### src/rtl/text_stream_writer.sv
// ----------------------------------------------------------------------------
// text_stream_writer
//
// Terminal-style writer for a VGA text display. It takes a byte stream
// (character + colour attribute) over a valid/ready handshake, interprets a
// few control codes and keeps a row/column cursor. Results go out as
// single-cycle writes to the character and colour page memories. A write is
// only issued after a clock edge that sampled disp low, so it never collides
// with scan-out reads.
//
// Control codes:
//   0x0D CR  - column to 0, no write
//   0x0A LF  - column to 0, next row (wraps at the bottom), no write
//   0x08 BS  - cursor back one cell (stops at cell 0), then write a space there
//   0x0C FF  - clear the whole page to spaces with CLEAR_ATTR, cursor home
//   other    - write the byte at the cursor, then advance (wraps, no scroll)
//
// Ports:
//   CLOCK_50    in   system clock, all logic on the rising edge
//   resetn      in   asynchronous active-low reset
//   in_valid    in   input byte present
//   in_ready    out  writer can accept a byte (idle)
//   in_char     in   ASCII byte
//   in_attr     in   colour attribute for in_char
//   disp        in   display active; page memories are busy while high
//   wr_addr     out  page memory address
//   wr_char     out  data for the character page
//   wr_attr     out  data for the colour page
//   wr_en       out  write strobe for both pages, one cycle per write
//   cursor_pos  out  row*COLS+col of the current cursor
//   busy        out  high whenever the writer is not idle
//
// Timing: a byte accepted on edge N is written with the strobe visible after
// edge N+2 (disp low throughout); in_ready returns in that same cycle. CR and
// LF return to ready right after edge N+1.
// ----------------------------------------------------------------------------
module text_stream_writer #(
  parameter int              COLS       = 80,
  parameter int              ROWS       = 60,
  parameter int              ADDR_W     = 13,
  parameter logic [7:0]      CLEAR_ATTR = 8'h0F
) (
  input  logic              CLOCK_50,
  input  logic              resetn,
  input  logic              in_valid,
  output logic              in_ready,
  input  logic [7:0]        in_char,
  input  logic [7:0]        in_attr,
  input  logic              disp,
  output logic [ADDR_W-1:0] wr_addr,
  output logic [7:0]        wr_char,
  output logic [7:0]        wr_attr,
  output logic              wr_en,
  output logic [ADDR_W-1:0] cursor_pos,
  output logic              busy
);

  localparam int COL_W = (COLS > 1) ? $clog2(COLS) : 1;
  localparam int ROW_W = (ROWS > 1) ? $clog2(ROWS) : 1;

  localparam logic [COL_W-1:0]  LAST_COL  = COL_W'(COLS - 1);
  localparam logic [ROW_W-1:0]  LAST_ROW  = ROW_W'(ROWS - 1);
  localparam logic [ADDR_W-1:0] LAST_ADDR = ADDR_W'(COLS * ROWS - 1);

  localparam logic [7:0] CH_BS    = 8'h08;
  localparam logic [7:0] CH_LF    = 8'h0A;
  localparam logic [7:0] CH_FF    = 8'h0C;
  localparam logic [7:0] CH_CR    = 8'h0D;
  localparam logic [7:0] CH_SPACE = 8'h20;

  typedef enum logic [1:0] {
    ST_IDLE,
    ST_EXEC,
    ST_WRITE,
    ST_CLEAR
  } state_e;

  state_e            state_q,      state_d;
  logic [ROW_W-1:0]  row_q,        row_d;
  logic [COL_W-1:0]  col_q,        col_d;
  logic [ADDR_W-1:0] cursor_pos_q, cursor_pos_d;
  logic [7:0]        char_q,       char_d;
  logic [7:0]        attr_q,       attr_d;
  logic              advance_q,    advance_d;   // printable: step cursor after the write
  logic [ADDR_W-1:0] clr_cnt_q,    clr_cnt_d;
  logic              wr_en_q,      wr_en_d;
  logic [ADDR_W-1:0] wr_addr_q,    wr_addr_d;
  logic [7:0]        wr_char_q,    wr_char_d;
  logic [7:0]        wr_attr_q,    wr_attr_d;

  // --------------------------------------------------------------------------
  // Next-state and output logic
  // --------------------------------------------------------------------------
  always_comb begin
    // NOTE: every signal assigned here gets a default first, so no path can
    // leave one unassigned and infer a latch.
    state_d   = state_q;
    row_d     = row_q;
    col_d     = col_q;
    char_d    = char_q;
    attr_d    = attr_q;
    advance_d = advance_q;
    clr_cnt_d = clr_cnt_q;
    wr_en_d   = 1'b0;          // strobe is a single-cycle pulse
    wr_addr_d = wr_addr_q;
    wr_char_d = wr_char_q;
    wr_attr_d = wr_attr_q;

    unique case (state_q)
      ST_IDLE: begin
        if (in_valid) begin
          char_d  = in_char;
          attr_d  = in_attr;
          state_d = ST_EXEC;
        end
      end

      ST_EXEC: begin
        unique case (char_q)
          CH_CR: begin
            col_d   = '0;
            state_d = ST_IDLE;
          end
          CH_LF: begin
            col_d   = '0;
            row_d   = (row_q == LAST_ROW) ? '0 : row_q + ROW_W'(1);
            state_d = ST_IDLE;
          end
          CH_BS: begin
            // Step back across the row boundary; cell 0 stays put.
            if (col_q != '0) begin
              col_d = col_q - COL_W'(1);
            end else if (row_q != '0) begin
              row_d = row_q - ROW_W'(1);
              col_d = LAST_COL;
            end
            char_d    = CH_SPACE;
            advance_d = 1'b0;
            state_d   = ST_WRITE;
          end
          CH_FF: begin
            clr_cnt_d = '0;
            state_d   = ST_CLEAR;
          end
          default: begin
            advance_d = 1'b1;
            state_d   = ST_WRITE;
          end
        endcase
      end

      ST_WRITE: begin
        if (!disp) begin
          wr_en_d   = 1'b1;
          wr_addr_d = cursor_pos_q;
          wr_char_d = char_q;
          wr_attr_d = attr_q;
          if (advance_q) begin
            if (col_q == LAST_COL) begin
              col_d = '0;
              row_d = (row_q == LAST_ROW) ? '0 : row_q + ROW_W'(1);
            end else begin
              col_d = col_q + COL_W'(1);
            end
          end
          state_d = ST_IDLE;
        end
      end

      ST_CLEAR: begin
        if (!disp) begin
          wr_en_d   = 1'b1;
          wr_addr_d = clr_cnt_q;
          wr_char_d = CH_SPACE;
          wr_attr_d = CLEAR_ATTR;
          if (clr_cnt_q == LAST_ADDR) begin
            row_d   = '0;
            col_d   = '0;
            state_d = ST_IDLE;
          end else begin
            clr_cnt_d = clr_cnt_q + ADDR_W'(1);
          end
        end
      end

      default: state_d = ST_IDLE;
    endcase

    // Linear address follows row/col so cursor_pos changes on the same edge.
    cursor_pos_d = ADDR_W'(row_d) * ADDR_W'(COLS) + ADDR_W'(col_d);
  end

  // --------------------------------------------------------------------------
  // State registers
  // --------------------------------------------------------------------------
  always_ff @(posedge CLOCK_50 or negedge resetn) begin
    if (!resetn) begin
      state_q      <= ST_IDLE;
      row_q        <= '0;
      col_q        <= '0;
      cursor_pos_q <= '0;
      char_q       <= '0;
      attr_q       <= '0;
      advance_q    <= 1'b0;
      clr_cnt_q    <= '0;
      wr_en_q      <= 1'b0;
      wr_addr_q    <= '0;
      wr_char_q    <= '0;
      wr_attr_q    <= '0;
    end else begin
      // NOTE: non-blocking assignments here so every register samples the
      // pre-edge values computed above, independent of statement order.
      state_q      <= state_d;
      row_q        <= row_d;
      col_q        <= col_d;
      cursor_pos_q <= cursor_pos_d;
      char_q       <= char_d;
      attr_q       <= attr_d;
      advance_q    <= advance_d;
      clr_cnt_q    <= clr_cnt_d;
      wr_en_q      <= wr_en_d;
      wr_addr_q    <= wr_addr_d;
      wr_char_q    <= wr_char_d;
      wr_attr_q    <= wr_attr_d;
    end
  end

  assign in_ready   = (state_q == ST_IDLE);
  assign busy       = (state_q != ST_IDLE);
  assign wr_en      = wr_en_q;
  assign wr_addr    = wr_addr_q;
  assign wr_char    = wr_char_q;
  assign wr_attr    = wr_attr_q;
  assign cursor_pos = cursor_pos_q;

endmodule

### config.mk
export PLATFORM = sky130hd
export DESIGN_NAME = text_stream_writer
export DESIGN_NICKNAME = d
export VERILOG_FILES = /design/src/rtl/text_stream_writer.sv
export SDC_FILE = /design/constraint.sdc
export NUM_CORES = 1
export LEC_CHECK = 0
export BUFFER_PORTS_ARGS = -buffer_cell sky130_fd_sc_hd__buf_4
export CAP_MARGIN = 20
export CORE_MARGIN = 4
export CORE_UTILIZATION = 53
export CTS_BUF_LIST = sky130_fd_sc_hd__clkbuf_8
export CTS_CLUSTER_SIZE = 12
export DETAILED_ROUTE_END_ITERATION = 6
export PLACE_DENSITY = 0.77
export SLEW_MARGIN = 0
export SYNTH_ARGS = -nofsm -noshare
export SYNTH_HDL_FRONTEND = slang
export SYNTH_SLANG_ARGS = --single-unit
### constraint.sdc
create_clock -name CLOCK_50 -period 4.05 [get_ports CLOCK_50]
set_input_delay 0.405 -clock CLOCK_50 [delete_from_list [all_inputs] [get_ports CLOCK_50]]
set_output_delay 0.405 -clock CLOCK_50 [all_outputs]
set_load 0.03 [all_outputs]
==> flow_summary.yaml <==
final_layout:
  n_fill_cell: 727
  multi_input_area_mm2: 0.00257
  syn2layout_area_growth_pct: 22.8
  regArea_mm2: 0.00210
  n_antenna_cell: 0
  final_core_util_pct: 67.6
  layout.nets: 654
  final_cells: 728
  drive_gt1_share_pct: 27.1
placed_design:
  dp_hpwl_mm: 9.45
  post-place-ws_ns: 0.0659
  gp_congestion: 0.948
  io_buffers: 64
  dp_cells: 708
timing:
  hold_ws_ns: 0.244
  tightestPinTransition_ns: 0.874
  timing.final.crit_share_pct: 94.8
  fin_skew_ns: 0.00921
  final_max_slew_viol_count: 0
  setup_viol: 0
  clock.fmax_ghz: 0.260
  fin_crit_ns: 3.84
  hold_violations: 0
  max-slew-margin-rel_pct: 41.5
  fin_ws_ns: 0.211
synthesis:
  yosys.cell_types.count: 67
  async_flop_share_pct: 100
  synth_top_family_by_area: "simple AND/OR/NAND/NOR gates"
  synthTopCellsByArea: "dfrtp_1 43%, nand2_1 5.6%, o21ai_0 4.9%"
  ys_seq_elements: 84
  synth_top_area_share_pct: 43.3
  synthXorXnorAreaFrac_pct: 3.61
  avgSynthCellArea_um2: 9.24
  synth_cells: 525
  synth-simple-area-share_pct: 21.4
  synth_mux_area_share_pct: 5.75
  synth_compound_area_share_pct: 15.3
  syn_nets: 564
  ys_warn_count: 0
  netlist_area_mm2: 0.00485
  synth_fa_ha_area_share_pct: 5.42
  synth_top_cell_by_area: "dfrtp_1"
  synth_flop_cell: "dfrtp_1"
  synth_seq_area_share_pct: 43.3
  synth_edf_count: 0
critical_path:
  crit_path_start_kind: "register"
  worst_ep_arrival_time_ns: 4.09
  cp_cell_sequence: "or3b_4 -> nor4_4 -> a31oi_2 -> nor2_2 -> a21oi_1 -> o21ai_0 -> buf_4 -> ha_1 -> ha_1 -> inv_1 -> fa_1 -> inv_1 -> o2111a_1 -> nor2b_1 -> maj3_1 -> nor2_1 -> mux2i_1"
  worst-path-buf-inv: 3
  crit_family: "simple AND/OR/NAND/NOR gates"
  end_kind: "register"
  slowest_stage: "fa_1"
  critPathMaxFanout: 6
  critPathKind: "reg2reg"
  cp.required_ns: 4.30
  cpPeakStageDelay_ns: 0.50
floorplanning:
  dieArea_mm2: 0.0107
  coreArea_mm2: 0.00881
  io_pins: 65
  rows: 34
  initial_core_util_pct: 55.1
  die_height_um: 104
  die_w_um: 104
route:
  ant_nets: 0
  post_drt_wl_per_cell_um: 17.4
  drt_wl_total_mm: 12.6
  drt_pre_antenna_iters: 5
  drc: 0
  via_per_inst: 5.89
  via_count: 4290
  dr.first_iter.drc_count: 298
clocking:
  cts_sinks: 84
  cts_tree: "built"
  cts_buffers: 9
  clk_pin_slew_worst_paths_ns: 0.09
  cts.path.max_buffers: 2
  clock_latency_ns: 0.36
  cts-root-buf: "clkbuf_8"
  h-tree-depth: 3
outcome:
  status: "finished clean"
global_routing:
  track_usage_pct: 24.0
  antenna_found_initial: 0
  grt_pass1_vias: 4266
  grt_max_degree: 85
  overflow: 0
  grt_pass1_wl_mm: 21.3
pwr:
  swShare_pct: 44.3
  clockPowerShare_pct: 15.5
  power_frac_comb_pct: 51.1
  leakagePower_nw: 2.91
  p_sw_w: 0.00175
  powerDensity_mw_per_mm2: 662
  peakVddDrop_v: 0.000280
  seqPwrFrac_pct: 33.4
  p_int_w: 0.00220
worst_hold_path:
  hp-class: "in2reg"
job:
  drv_cap: 0
-- cell families (layout without fill, tap and decap cells) --
logic type,after synthesis,after routing
xor+xnor,20,20
buf+inv,55,150
compound gates,117,117
flops,84,84
simple gates,203,203
mux,26,26
fa+ha+maj,20,20
-- per-layer routing --
metal	vias to the layer above	track usage [%]	wire length [um]
li1	2043	-	-
met1	2070	32.3	5550
met2	151	38.6	6070
met3	26	4.79	714
met4	0	8.93	306
met5	-	0	0
-- cells in the final DEF (no fill, tap or decap), drive strengths merged, types with 11 or more instances in the layout --
cell | synthesis | routed
nand2 | 72 | 72
nand4 | 11 | 11
nand3 | 14 | 14
inv | 23 | 27
ha | 17 | 17
o21ai | 47 | 47
dfrtp | 84 | 84
nor2b | 11 | 11
mux2 | 15 | 15
mux2i | 11 | 11
nor2 | 43 | 43
xor2 | 12 | 12
a21oi | 22 | 22
buf | 16 | 110
-- registers in the layout (all words and copies together) (netlist names), named ones only --
signal and cells:
wr_char 8, col_q 3, clr_cnt_q 13, attr_q 8, row_q 6, advance_q 1
wr_en 1, wr_addr 13, state_q 2, char_q 8, wr_attr 8, cursor_pos 9
-- stage by stage --
stage,TNS (ns),area (um^2),power [W]
floorplan,0,4850,0.00253
global placement,0,5630,0.00323
detailed placement,0,5630,0.00328
CTS,0,5820,0.00389
global route,-0.0180,5950,0.00420
finish,0,5950,0.00394
-- power by group through the flow --
stage | combinational, W | clock [W] | sequential [W]
floorplan | 0.000999 | 0 | 0.00153
global placement | 0.00192 | 0 | 0.00131
detailed placement | 0.00195 | 0 | 0.00133
CTS | 0.00196 | 0.000617 | 0.00131
global route | 0.00219 | 0.000653 | 0.00136
finish | 0.00202 | 0.000610 | 0.00132
-- worst min-delay path: cells and delay by family --
kind / cells / cell delay [ns]
AO/OA/AOI/OAI: 1 / 0.06
buffers and inverters: 1 / 0.08
AND/OR/NAND/NOR: 1 / 0.03
-- layout make-up --
type	count	area share, %
clock buffers	9	2.08
inverters	23	1.45
clock inverters	7	1.22
flip-flops and latches	84	35.4
repair buffers	111	14.4
well taps	108	2.27
multi-input cells	386	43.3
-- synthesized netlist by cell type (3+ instances only) --
master / instances
a31oi_1: 10
dfrtp_1: 84
clkbuf_1: 15
buf_4: 6
o31ai_1: 6
a41oi_1: 3
ha_1: 17
xor2_1: 12
inv_1: 23
mux2i_1: 11
nand2_1: 72
o211ai_1: 3
nand3_1: 14
and2_1: 4
a21oi_1: 21
nor3_1: 6
nor2_1: 43
and3_1: 9
mux2_2: 15
nand2b_1: 3
buf_2: 8
a21o_1: 4
nor4_1: 5
nand4_1: 11
o21ai_0: 47
xnor2_1: 8
or3_1: 4
nor2b_1: 11
-- timing repair --
action,CTS,global route
hold endpoints to repair,0,8
hold buffers,0,1
setup buffers,0,2
setup endpoints to repair,0,4
resized for setup,0,24
-- final timing paths --
path | startpoint | endpoint | slack, ns | cells past startpoint
max | col_q[5] | cursor_pos[12] | 0.21 | 17
min | in_char[5] | char_q[5] | 0.24 | 3
max reg2reg | col_q[5] | cursor_pos[12] | 0.21 | 17
min reg2reg | wr_attr[3] | wr_attr[3] | 0.47 | 2
max in group asynchronous | resetn | asynchronous set/reset pin | 3.05 | 3
min in group asynchronous | resetn | attr_q[6] | 0.40 | 2
No activity file was read; power rests on OpenSTA's default activity.
